--- config.mk ---
export PLATFORM = sky130hd
export DESIGN_NAME = mem_access_unit
export DESIGN_NICKNAME = d
export VERILOG_FILES = /design/src/rtl/mem_access_unit.sv
export SDC_FILE = /design/constraint.sdc
export NUM_CORES = 1
export LEC_CHECK = 0
export ABC_AREA = 1
export BUFFER_PORTS_ARGS = -buffer_cell sky130_fd_sc_hd__buf_2
export CORE_MARGIN = 2
export CORE_UTILIZATION = 44
export CTS_BUF_LIST = sky130_fd_sc_hd__clkbuf_16
export DETAILED_ROUTE_END_ITERATION = 6
export PLACE_DENSITY_LB_ADDON = 0.05
export SLEW_MARGIN = 15
export SYNTH_ARGS = -nofsm -noshare
export SYNTH_HDL_FRONTEND = slang
export SYNTH_SLANG_ARGS = --single-unit
--- constraint.sdc ---
create_clock -name clk -period 1.6 [get_ports clk]
set_input_delay 0.32 -clock clk [delete_from_list [all_inputs] [get_ports clk]]
set_output_delay 0.32 -clock clk [all_outputs]
set_load 0.1 [all_outputs]
--- src/rtl/mem_access_unit.sv ---
`default_nettype none
// ============================================================================
// Module      : mem_access_unit
// Description : Req/ack bridge from the multicycle controller to a
//               variable-latency word memory; stalls the controller via busy.
//               Optional access timeout guarded by macro MEM_TIMEOUT_EN.
// Revision    : 1.0 - initial release
// ============================================================================
module mem_access_unit #(
    parameter int ADDR_W      = 13,
    parameter int DATA_W      = 13,
    parameter int TIMEOUT_CYC = 64
) (
    input  logic              clk,
    input  logic              rst_n,
    input  logic              mem_read,
    input  logic              mem_write,
    input  logic              sel_src_pc,
    input  logic              sel_src_tr,
    input  logic [ADDR_W-1:0] pc,
    input  logic [ADDR_W-1:0] tr_addr,
    input  logic [DATA_W-1:0] wdata,
    output logic              busy,
    output logic [DATA_W-1:0] rdata,
    output logic              done,
    output logic              err,
    output logic              mem_req,
    output logic              mem_we,
    output logic [ADDR_W-1:0] mem_addr,
    output logic [DATA_W-1:0] mem_wdata,
    input  logic              mem_ack,
    input  logic [DATA_W-1:0] mem_rdata
);

    typedef enum logic [1:0] {
        S_IDLE = 2'd0,
        S_REQ  = 2'd1,
        S_DONE = 2'd2
    } state_t;

    state_t            r_state;
    state_t            w_next;
    logic              w_start;
    logic              w_accept;
    logic              w_abort;
    logic [ADDR_W-1:0] w_addr;
    logic              r_we;
    logic [ADDR_W-1:0] r_addr;
    logic [DATA_W-1:0] r_wdata;
    logic [DATA_W-1:0] r_rdata;
    logic              r_err;

    assign w_start  = mem_read | mem_write;
    assign w_accept = (r_state == S_IDLE) && w_start;
    // sel_src_pc is only informative: pc is the fallback whenever TR is not selected
    assign w_addr   = sel_src_tr ? tr_addr : pc;

`ifdef MEM_TIMEOUT_EN
    localparam int c_CNT_W = ($clog2(TIMEOUT_CYC) > 8) ? $clog2(TIMEOUT_CYC) : 8;
    logic [c_CNT_W-1:0] r_cnt;

    always_ff @(posedge clk or negedge rst_n) begin
        if (!rst_n) begin
            r_cnt <= '0;
        end else if (r_state != S_REQ) begin
            r_cnt <= '0;
        end else if (!mem_ack) begin
            r_cnt <= r_cnt + 1'b1;
        end
    end

    assign w_abort = (r_state == S_REQ) && !mem_ack &&
                     (r_cnt == c_CNT_W'(TIMEOUT_CYC - 1));
`else
    logic w_unused_timeout_cfg;
    assign w_unused_timeout_cfg = (TIMEOUT_CYC == 0);
    assign w_abort = 1'b0;
`endif

    always_ff @(posedge clk or negedge rst_n) begin
        if (!rst_n) begin
            r_state <= S_IDLE;
        end else begin
            r_state <= w_next;
        end
    end

    always_comb begin
        w_next  = r_state;
        busy    = 1'b0;
        mem_req = 1'b0;
        done    = 1'b0;
        case (r_state)
            S_IDLE: begin
                busy = w_start;
                if (w_start) begin
                    w_next = S_REQ;
                end
            end
            S_REQ: begin
                busy    = 1'b1;
                mem_req = 1'b1;
                if (mem_ack || w_abort) begin
                    w_next = S_DONE;
                end
            end
            S_DONE: begin
                done   = 1'b1;
                w_next = S_IDLE;
            end
            default: begin
                w_next = S_IDLE;
            end
        endcase
    end

    // Request attributes are captured once at accept and frozen for the whole access
    always_ff @(posedge clk or negedge rst_n) begin
        if (!rst_n) begin
            r_we    <= 1'b0;
            r_addr  <= '0;
            r_wdata <= '0;
            r_rdata <= '0;
            r_err   <= 1'b0;
        end else begin
            if (w_accept) begin
                r_addr  <= w_addr;
                r_wdata <= wdata;
                r_we    <= mem_write;
                if (mem_read && mem_write) begin
                    r_err <= 1'b1;
                end
            end
            if ((r_state == S_REQ) && mem_ack && !r_we) begin
                r_rdata <= mem_rdata;
            end
            if (w_abort) begin
                r_err <= 1'b1;
            end
        end
    end

    assign mem_we    = r_we;
    assign mem_addr  = r_addr;
    assign mem_wdata = r_wdata;
    assign rdata     = r_rdata;
    assign err       = r_err;

endmodule
`default_nettype wire

# After elaboration in Yosys (flattened, before gate mapping)
# Index checks and enable logic that the tools add are counted.
# W data, S select, Z words.
[totals]
romBits = 0
memories = 0
out_inout_bits = 44
latchBits = 0
ramBits = 0
regBits = 43
inputBits = 59
elab_cells = 26
[classes]
eq_ne = 4
n_lt_le_gt_ge = 0
muxes = 7
n_shift = 0
bitwise = 1
n_reduce_logical = 8
div = 0
multipliers = 0
n_addsub = 0
[ops]
columns = ["operator", "count"]
rows = [
  ["$mux W13", 1],
  ["$logic_and A1 B1 Y1", 4],
  ["$mux W2", 2],
  ["$ne A2 B2 Y1 const B", 2],
  ["$pmux W2 S2", 1],
  ["$reduce_and A2 Y1", 2],
  ["$eq A2 B1 Y1 const B", 1],
  ["$eq A2 B2 Y1 const B", 1],
  ["$logic_not A2 Y1", 1],
  ["$mux W1", 2],
  ["$pmux W1 S2", 1],
  ["$logic_not A1 Y1", 1],
  ["$or A1 B1 Y1", 1],
]

# Depth between registers and ports, before layout
# Gate-level depths: netlist of the first run.
[logic_depth]
word_depth = 3
depth_mapped = 7
ltp_nobuf = 6

# Worst setup path before layout of the first run
# Ideal clock, no wire load.
[synth_timing]
path_kind = "register to output"
start = "register r_state[1]"
end = "output port done"
path_buffers = 0
arrival_ns = 1.718
setup_slack_ns = -0.438
stages_incl_launch_ff = 3
path_cell_list = "dfrtp_1 inv_1 nor2_1"
[synth_between]
elab_chain_len = 2
[synth_lines]
columns = ["element", "line", "rtl"]
rows = [
  ["from (decl)", "41", "state_t r_state;"],
  ["from (signal assigned)", "84", "r_state <= w_next;"],
  ["$eq A2 B2 Y1", "93", "case (r_state)"],
  ["$mux W1", "93", ""],
  ["to (decl)", "25", "output logic done,"],
]
# No other way between the ends.

# Worst setup path in the final report of the first run
[layout_timing]
start = "register r_state[0]"
end = "output port busy"
[layout_between]
elab_chain_len = 2
[layout_lines]
columns = ["element", "line", "rtl"]
rows = [
  ["$eq A2 B1 Y1 / $logic_not A2 Y1 (equally long branches)", "93", ""],
  ["$pmux W1 S2 *", "93", ""],
  ["to (decl)", "23", "output logic busy,"],
]
# Every way passes the cells marked *; elsewhere a longest branch is shown, timed or not.

==> results of run 1 <==
-- per-stage QoR --
stage	utilization	area, sq um	cells
after floorplan	-	1900	232
after global placement	0.612	2500	379
after detailed placement	0.612	2500	379
after CTS	0.667	2730	390
after global routing	0.677	2770	394
final	0.677	2770	394
-- state kept, by name, indices dropped and copies added (netlist names) --
register	cells
mem_addr	13
mem_wdata	13
rdata	13
r_state	2
err	1
mem_we	1
-- area by class of cell --
| cell class | instances | area, sq um | share of cell area |
|---|---|---|---|
| inverters | 21 | 80.1 | 0.0289 |
| flip-flops and latches | 43 | 1080 | 0.390 |
| multi-input cells | 156 | 674 | 0.244 |
| well taps | 50 | 62.6 | 0.0226 |
| clock inverters | 3 | 67.6 | 0.0244 |
| repair buffers | 116 | 679 | 0.245 |
| clock buffers | 5 | 125 | 0.0452 |
-- cell families after synthesis --
group,count (synthesis)
AO/OA/AOI/OAI,15
buffers and inverters,33
flip-flops,43
AND/OR/NAND/NOR,141
-- synth_stat cells --
| cell type | number |
|---|---|
| nor2_2 | 1 |
| nor2_4 | 1 |
| inv_2 | 1 |
| nand2_2 | 1 |
| clkbuf_1 | 2 |
| inv_1 | 20 |
| buf_2 | 4 |
| o21ai_0 | 14 |
| buf_4 | 2 |
| buf_6 | 4 |
| nor2_1 | 2 |
| nand2_1 | 122 |
| o21bai_1 | 1 |
| dfrtp_1 | 43 |
| nand4_1 | 14 |
-- path summary, 6_finish.rpt --
path,cells after the start,to
worst max-delay path,5,busy
worst min register to register,2,rdata[1]
worst min-delay path,2,mem_wdata[6]
max in group asynchronous,2,r_state[1]
worst max register to register,7,mem_addr[9]
min in group clk,3,mem_wdata[10]
-- worst register-to-register path, cell delays in order (launching register included) --
cell	delay [ps]
dfrtp_1	400
buf_6	130
nor2_4	140
nand2_4	70
buf_4	160
clkinv_2	250
nand2_1	110
nand2_1	80
-- what timing repair did --
action,4_1_cts,5_1_grt
endpoints found under the setup margin,1,1
gates resized for setup,2,4
setup buffers,3,4
endpoints found under the hold margin,0,0
pin swaps,2,2
-- routing by layer --
layer  GRT usage  wire, microns  up-vias
li1            -              -      933
met1       0.234           1930      819
met2       0.332           2230       73
met3      0.0625            335        8
met4      0.0684             96        0
met5           0              0        -
==> run summary, run 1 <==
Initial antenna violation count -> 0
Outcome -> complete, no violations
DR WL/cell -> 11.7 microns
Clk root buf -> clkbuf_16
Final setup fails -> 0
Compound-gate portion of the synthesized area -> 0.0409
Slew margin rel. -> 0.662
CTS Hold Buffers Added -> 0
Vias -> 1833
Mux share of post-synthesis cell area -> 0
Final WS setup -> 23.4 ps
Syn_nets -> 291
Largest cells by area after synthesis -> dfrtp_1 57%, nand2_1 24%, nand4_1 4.6%, inv_1 4.0%, o21ai_0 3.7%
Top cell type's share of synthesized area -> 0.567
CP max-delay cell -> dfrtp_1
Main combinational cell family by area after synthesis -> simple AND/OR/NAND/NOR gates
Ant diodes -> 0
Core Region -> 4090 sq um
Final Wtd Congestion -> 0.730
Max clock buf depth -> 2
Seq cells post-synth -> 43
Cell Rows -> 23
Worst hold slack -> 2.82 ps
Setup TNS -> 0 ps
Max-slew violation count -> 0
Most common cell after layout, fill and taps aside -> nand2_1
DRT Pass-1 Iters -> 4
Cell count after synthesis -> 232
Area grow syn2layout -> 45.9%
I/O Pins -> 103
Final min period -> 1580 ps
Global-route wire length before repair -> 7600 microns
Worst-Skew Late Latency -> 280 ps
Register area share after synthesis -> 0.567
Initial core utilization -> 0.464
Initial DRC Count -> 154
Final net count -> 402
XOR/XNOR Fraction of Synth Area -> 0
Post-Synth Adder-Cell Area -> 0
Critical path, cell by cell -> buf_6, nor2_4, nand2_4, nand2_4, buf_12
Mean Syn Cell Area -> 8.18 sq um
Final WL -> 4590 microns
Unique masters post-synth -> 15
Leading area contributor after synthesis -> dfrtp_1
Critical path class -> reg -> out
H-Tree Depth -> 2
CP arrival -> 1260 ps
Pre-CTS WS -> 273 ps
Min-Delay Path Class -> in -> async
Post-Synth Simple-Gate Area -> 0.304
Hpwl dp -> 3120 microns
Fill cells -> 360
Fraction of layout cells with a size suffix above 1 -> 0.384
Largest net degree at the start of global routing -> 44
Worst Setup End Kind -> primary output
Die Y -> 69.7 microns
DRT antenna net count -> 0
Crit-path max cell delay -> 400 ps
Grt ovf -> 0
CTS tree -> done
Cell Area, Synth -> 1900 sq um
Residual DRC count -> 0
Final hold violation count -> 0
Num CTS Buffers -> 5
CP Launch Point -> r_state[0]
Top Family by Delay on Critical Path -> flip-flops
CP Max Fanout -> 3
GR Util All Layers -> 0.196
Worst-Margin Slew -> 511 ps
Die Wd -> 69.7 microns
Worst-path clk slew -> 60 ps
Clock Sinks -> 43
Reg-to-reg startpoint -> r_state[0]
Vias in the first global route -> 1677
FMAX -> 0.634 GHz
Fin crit share -> 0.985
Worst setup SP type -> flop
Skew final -> 5.67 ps
Most frequent cells in the layout -> 121 x nand2_1, 98 x buf_2, 41 x dfrtp_1
RSZ-0062 raised after global routing -> yes
Max cap viols -> 0
Port Buffers -> 101
Synth warn -> 0
Buf+Inv Stages, Crit Path -> 2
Via-to-Cell Ratio -> 4.65
DIE AREA -> 4850 sq um
Worst EP required -> 1280 ps
Flop-to-flop setup slack -> 210 ps
Most frequent CP cell -> nand2_4
Power of run 1 is left out: the tool's default activity adds up to more than one toggle a clock period on the data nets, which glitch-free logic cannot reach.
==> inputs of run 2 (changes only) <==
--- a/config.mk
+++ b/config.mk
@@ -8,7 +8,7 @@
 export ABC_AREA = 1
 export BUFFER_PORTS_ARGS = -buffer_cell sky130_fd_sc_hd__buf_2
 export CORE_MARGIN = 2
-export CORE_UTILIZATION = 44
+export CORE_UTILIZATION = 40
 export CTS_BUF_LIST = sky130_fd_sc_hd__clkbuf_16
 export DETAILED_ROUTE_END_ITERATION = 6
 export PLACE_DENSITY_LB_ADDON = 0.05
==> run summary, run 2 (synthesized netlist as in run 1, its figures left out) <==
Outcome -> finished, violations left (was complete, no violations)
Failing checks -> negative hold slack
Reg2reg path depth -> 6 (was 7)
Final hold violation count -> 18 (was 0)
Critical path, cell by cell -> inv_2, nor2_4, inv_1, nand2_2, buf_12 (was buf_6, nor2_4, nand2_4, nand2_4, buf_12)
Die Wd -> 72.9 microns (was 69.7 microns)
Cell Rows -> 25 (was 23)
FMAX -> 0.653 GHz (was 0.634 GHz)
Via-to-Cell Ratio -> 4.53 (was 4.65)
CP max-delay cell -> dfrtp_1 (unchanged)
Max cap viols -> 0 (unchanged)
Skew final -> 3.69 ps (was 5.67 ps)
GR Util All Layers -> 0.174 (was 0.196)
CP Max Fanout -> 4 (was 3)
DRT antenna net count -> 0 (unchanged)
Reg-to-reg startpoint -> r_state[0] (unchanged)
Clk root buf -> clkbuf_16 (unchanged)
Worst-Skew Late Latency -> 280 ps (about the same)
Hpwl dp -> 3260 microns (was 3120 microns)
Initial antenna violation count -> 0 (unchanged)
Worst setup SP type -> flop (unchanged)
I/O Pins -> 103 (unchanged)
Max clock buf depth -> 2 (unchanged)
Final net count -> 396 (was 402)
Area grow syn2layout -> 41.2% (was 45.9%)
CP arrival -> 1210 ps (was 1260 ps)
Flop-to-flop setup slack -> 230 ps (was 210 ps)
Vias in the first global route -> 1537 (was 1677)
Initial core utilization -> 0.407 (was 0.464)
Die Y -> 72.9 microns (was 69.7 microns)
Worst hold slack -> -14.4 ps (was 2.82 ps)
Min-Delay Path Class -> in -> async (unchanged)
Max-slew violation count -> 0 (unchanged)
Most common cell after layout, fill and taps aside -> nand2_1 (unchanged)
CP Launch Point -> r_state[0] (unchanged)
CTS tree -> done (unchanged)
Most frequent cells in the layout -> 121 x nand2_1, 98 x buf_2, 42 x dfrtp_1 (was 121 x nand2_1, 98 x buf_2, 41 x dfrtp_1)
Largest net degree at the start of global routing -> 27 (was 44)
GR Util met2 -> 0.296 (was 0.332)
Fin area -> 2680 sq um (was 2770 sq um)
Global-route wire length before repair -> 7120 microns (was 7600 microns)
Worst Setup End Kind -> primary output (unchanged)
Grt met1 use -> 0.214 (was 0.234)
DIE AREA -> 5310 sq um (was 4850 sq um)
Initial DRC Count -> 97 (was 154)
Worst EP required -> 1280 ps (about the same)
DR WL/cell -> 11.2 microns (was 11.7 microns)
Worst-Margin Slew -> 504 ps (was 511 ps)
Slew margin rel. -> 0.666 (was 0.662)
Final setup fails -> 0 (unchanged)
Clock Sinks -> 43 (unchanged)
DRT Pass-1 Iters -> 4 (unchanged)
Port Buffers -> 101 (unchanged)
Residual DRC count -> 0 (unchanged)
Fraction of layout cells with a size suffix above 1 -> 0.370 (was 0.384)
Ant diodes -> 0 (unchanged)
Grt ovf -> 0 (unchanged)
Crit-path max cell delay -> 420 ps (was 400 ps)
Final min period -> 1530 ps (was 1580 ps)
Final Wtd Congestion -> 0.730 (unchanged)
Placed Area -> 2500 sq um (about the same)
Met3 GRT Util -> 0.0497 (was 0.0625)
Top Family by Delay on Critical Path -> flip-flops (unchanged)
Reg2Reg Capture Point -> mem_wdata[1] (was mem_addr[9])
Most Crowded Layer GR -> met2 (unchanged)
Worst-path clk slew -> 60 ps (about the same)
Vias -> 1775 (was 1833)
Final WL -> 4410 microns (was 4590 microns)
Num CTS Buffers -> 5 (unchanged)
Fin crit share -> 0.958 (was 0.985)
Buf+Inv Stages, Crit Path -> 3 (was 2)
H-Tree Depth -> 2 (unchanged)
Core Region -> 4660 sq um (was 4090 sq um)
Critical path class -> reg -> out (unchanged)
[run 2: cell types whose count changed in the layout (fill, tap and decap cells not counted), sizes merged]
cell / before / now
buf: 116 / 110
clkinv: 1 / 2
clkinvlp: 1 / 0
inv: 20 / 21
bufinv: 2 / 1
[run 2: per-stage QoR]
stage          hold slack [ps]  instances  utilization  TNS, ps  worst slack [ps]
3_3_place_gp               298        382        0.536        0               317
2_1_floorplan             24.4        232            -        0              17.5
5_1_grt                   13.7        392        0.574    -4.44             -4.44
3_5_place_dp               302        382        0.536        0               288
4_1_cts                   3.68        390        0.571        0              7.59
6_report                 -14.4        392        0.574        0              67.5
[run 2: worst max path at each step]
stage                              end  slack [ps]  depth (start not counted)
after floorplan                   busy          20                          5
after global placement            busy         320                          5
after detailed placement  mem_wdata[1]         290                          5
after CTS                         busy           8                          5
after global routing              busy          -4                          5
final                             busy          70                          5
[run 2: what timing repair did]
| action | 4_1_cts | 5_1_grt |
|---|---|---|
| setup buffers | 0 | 2 |
| endpoints found under the hold margin | 0 | 0 |
| hold buffers | 0 | 0 |
| setup endpoints to repair | 0 | 1 |
| gates resized for setup | 0 | 1 |
[run 2: layout make-up]
class / instances / area, sq um
multi-input combinational: 156 / 659
clock buffer: 5 / 125
inverter: 21 / 78.8
sequential: 43 / 1080
tap: 54 / 67.6
timing repair buffer: 110 / 631
clock inverter: 3 / 38.8
fill: 449 / 1980
[run 2: layer usage]
metal  wire [microns]  up-vias
met4               38        0
li1                 -      921
met5                0        -
met1             1990      781
met2             2060       69
met3              324        4
Power of run 2 is left out for the same reason.
==> inputs of run 3 (changes only) <==
--- a/config.mk
+++ b/config.mk
@@ -7,6 +7,7 @@
 export LEC_CHECK = 0
 export ABC_AREA = 1
 export BUFFER_PORTS_ARGS = -buffer_cell sky130_fd_sc_hd__buf_2
+export CORE_ASPECT_RATIO = 2
 export CORE_MARGIN = 2
 export CORE_UTILIZATION = 40
 export CTS_BUF_LIST = sky130_fd_sc_hd__clkbuf_16
==> run summary, run 3 (synthesized netlist as in run 1, its figures left out) <==
Clock Sinks -> 43 (unchanged)
Worst EP required -> 1280 ps (about the same)
Die Wd -> 52.7 microns (was 72.9 microns)
Worst setup SP type -> flop (unchanged)
Cell Rows -> 35 (was 25)
Ant diodes -> 0 (unchanged)
Final Wtd Congestion -> 0.703 (was 0.730)
Outcome -> complete, no violations (was finished, violations left)
Final setup fails -> 0 (unchanged)
CP arrival -> 1210 ps (about the same)
Slew margin rel. -> 0.672 (was 0.666)
Setup TNS -> 0 ps (unchanged)
Fraction of layout cells with a size suffix above 1 -> 0.378 (was 0.370)
DR WL/cell -> 11.3 microns (was 11.2 microns)
Worst-Margin Slew -> 496 ps (was 504 ps)
Worst Setup End Kind -> primary output (unchanged)
DRT antenna net count -> 0 (unchanged)
Final net count -> 397 (was 396)
Final WL -> 4440 microns (was 4410 microns)
Most frequent cells in the layout -> 121 x nand2_1, 98 x buf_2, 40 x dfrtp_1 (was 121 x nand2_1, 98 x buf_2, 42 x dfrtp_1)
DRT Pass-1 Iters -> 4 (unchanged)
Die Y -> 101 microns (was 72.9 microns)
Worst-path clk slew -> 60 ps (about the same)
Fin crit share -> 0.955 (was 0.958)
Initial core utilization -> 0.413 (was 0.407)
Initial antenna violation count -> 0 (unchanged)
H-Tree Depth -> 2 (unchanged)
Vias -> 1803 (was 1775)
Residual DRC count -> 0 (unchanged)
Non-filler cells, final -> 394 (was 392)
Dpl cells -> 382 (unchanged)
Most common cell after layout, fill and taps aside -> nand2_1 (unchanged)
Port Buffers -> 101 (unchanged)
DIE AREA -> 5340 sq um (was 5310 sq um)
Min-Delay Path Class -> in -> async (unchanged)
Max-slew violation count -> 0 (unchanged)
CTS tree -> done (unchanged)
Pre-CTS WS -> 212 ps (was 288 ps)
GR Util All Layers -> 0.189 (was 0.174)
CP Max Fanout -> 4 (unchanged)
Largest net degree at the start of global routing -> 44 (was 27)
Worst hold slack -> 0.948 ps (was -14.4 ps)
Max cap viols -> 0 (unchanged)
Global-route wire length before repair -> 7680 microns (was 7120 microns)
Skew final -> 1.59 ps (was 3.69 ps)
Area grow syn2layout -> 43.6% (was 41.2%)
FMAX -> 0.654 GHz (was 0.653 GHz)
Via-to-Cell Ratio -> 4.58 (was 4.53)
Initial DRC Count -> 7 (was 97)
Critical path class -> reg -> out (unchanged)
Clk root buf -> clkbuf_16 (unchanged)
Num CTS Buffers -> 5 (unchanged)
I/O Pins -> 103 (unchanged)
Worst-Skew Late Latency -> 280 ps (about the same)
Max clock buf depth -> 2 (unchanged)
Final WS setup -> 71.5 ps (was 67.5 ps)
Core Region -> 4600 sq um (was 4660 sq um)
Final min period -> 1530 ps (about the same)
Grt ovf -> 0 (unchanged)
Final hold violation count -> 0 (was 18)
Hpwl dp -> 3290 microns (was 3260 microns)
Vias in the first global route -> 1844 (was 1537)
==> run 3: cell type report <==
cell class | instances | area [sq um]
Clock buffer | 5 | 125
Fill cell | 493 | 1870
Clock inverter | 3 | 63.8
Sequential cell | 43 | 1080
Multi-Input combinational cell | 156 | 669
Tap cell | 55 | 68.8
Inverter | 21 | 78.8
Timing Repair Buffer | 111 | 638
==> run 3: timing repair <==
| action | in CTS | in global routing |
|---|---|---|
| setup endpoints to repair | 1 | 1 |
| gates cloned | 0 | 0 |
| resized for setup | 3 | 2 |
| hold buffers | 0 | 0 |
| setup buffers | 0 | 4 |
| hold endpoints to repair | 0 | 0 |
| pin swaps | 0 | 3 |
==> run 3: metrics by stage <==
step            util  area, sq um
3_5_place_dp   0.542         2490
4_1_cts        0.586         2690
3_3_place_gp   0.542         2490
2_1_floorplan      -         1900
6_report       0.592         2720
5_1_grt        0.592         2720
==> run 3: layer usage <==
layer / vias up / global-route usage / share of wire
li1: 922 / - / -
met1: 802 / 0.195 / 0.37
met2: 73 / 0.353 / 0.55
met3: 6 / 0.0413 / 0.070
met4: 0 / 0.0769 / 0.015
met5: - / 0 / 0
==> run 3: worst paths after layout <==
kind | start | end | slack (ps) | depth (start not counted)
max | r_state[0] | busy | 70 | 5
max in group asynchronous | rst_n | r_state[0] | 1380 | 2
min | rst_n | rdata[1] | 0.9 | 2
max reg2reg | r_state[0] | mem_addr[8] | 250 | 6
min reg2reg | rdata[5] | rdata[5] | 460 | 2
min in group clk | wdata[8] | mem_wdata[8] | 230 | 3
==> run 3: critical path, stage by stage, from the launching register on <==
cell     delay, ps
dfrtp_2        410
inv_1           80
nor2_4         130
inv_2           60
nand2_2         80
buf_12         170
Power of run 3 is left out for the same reason.
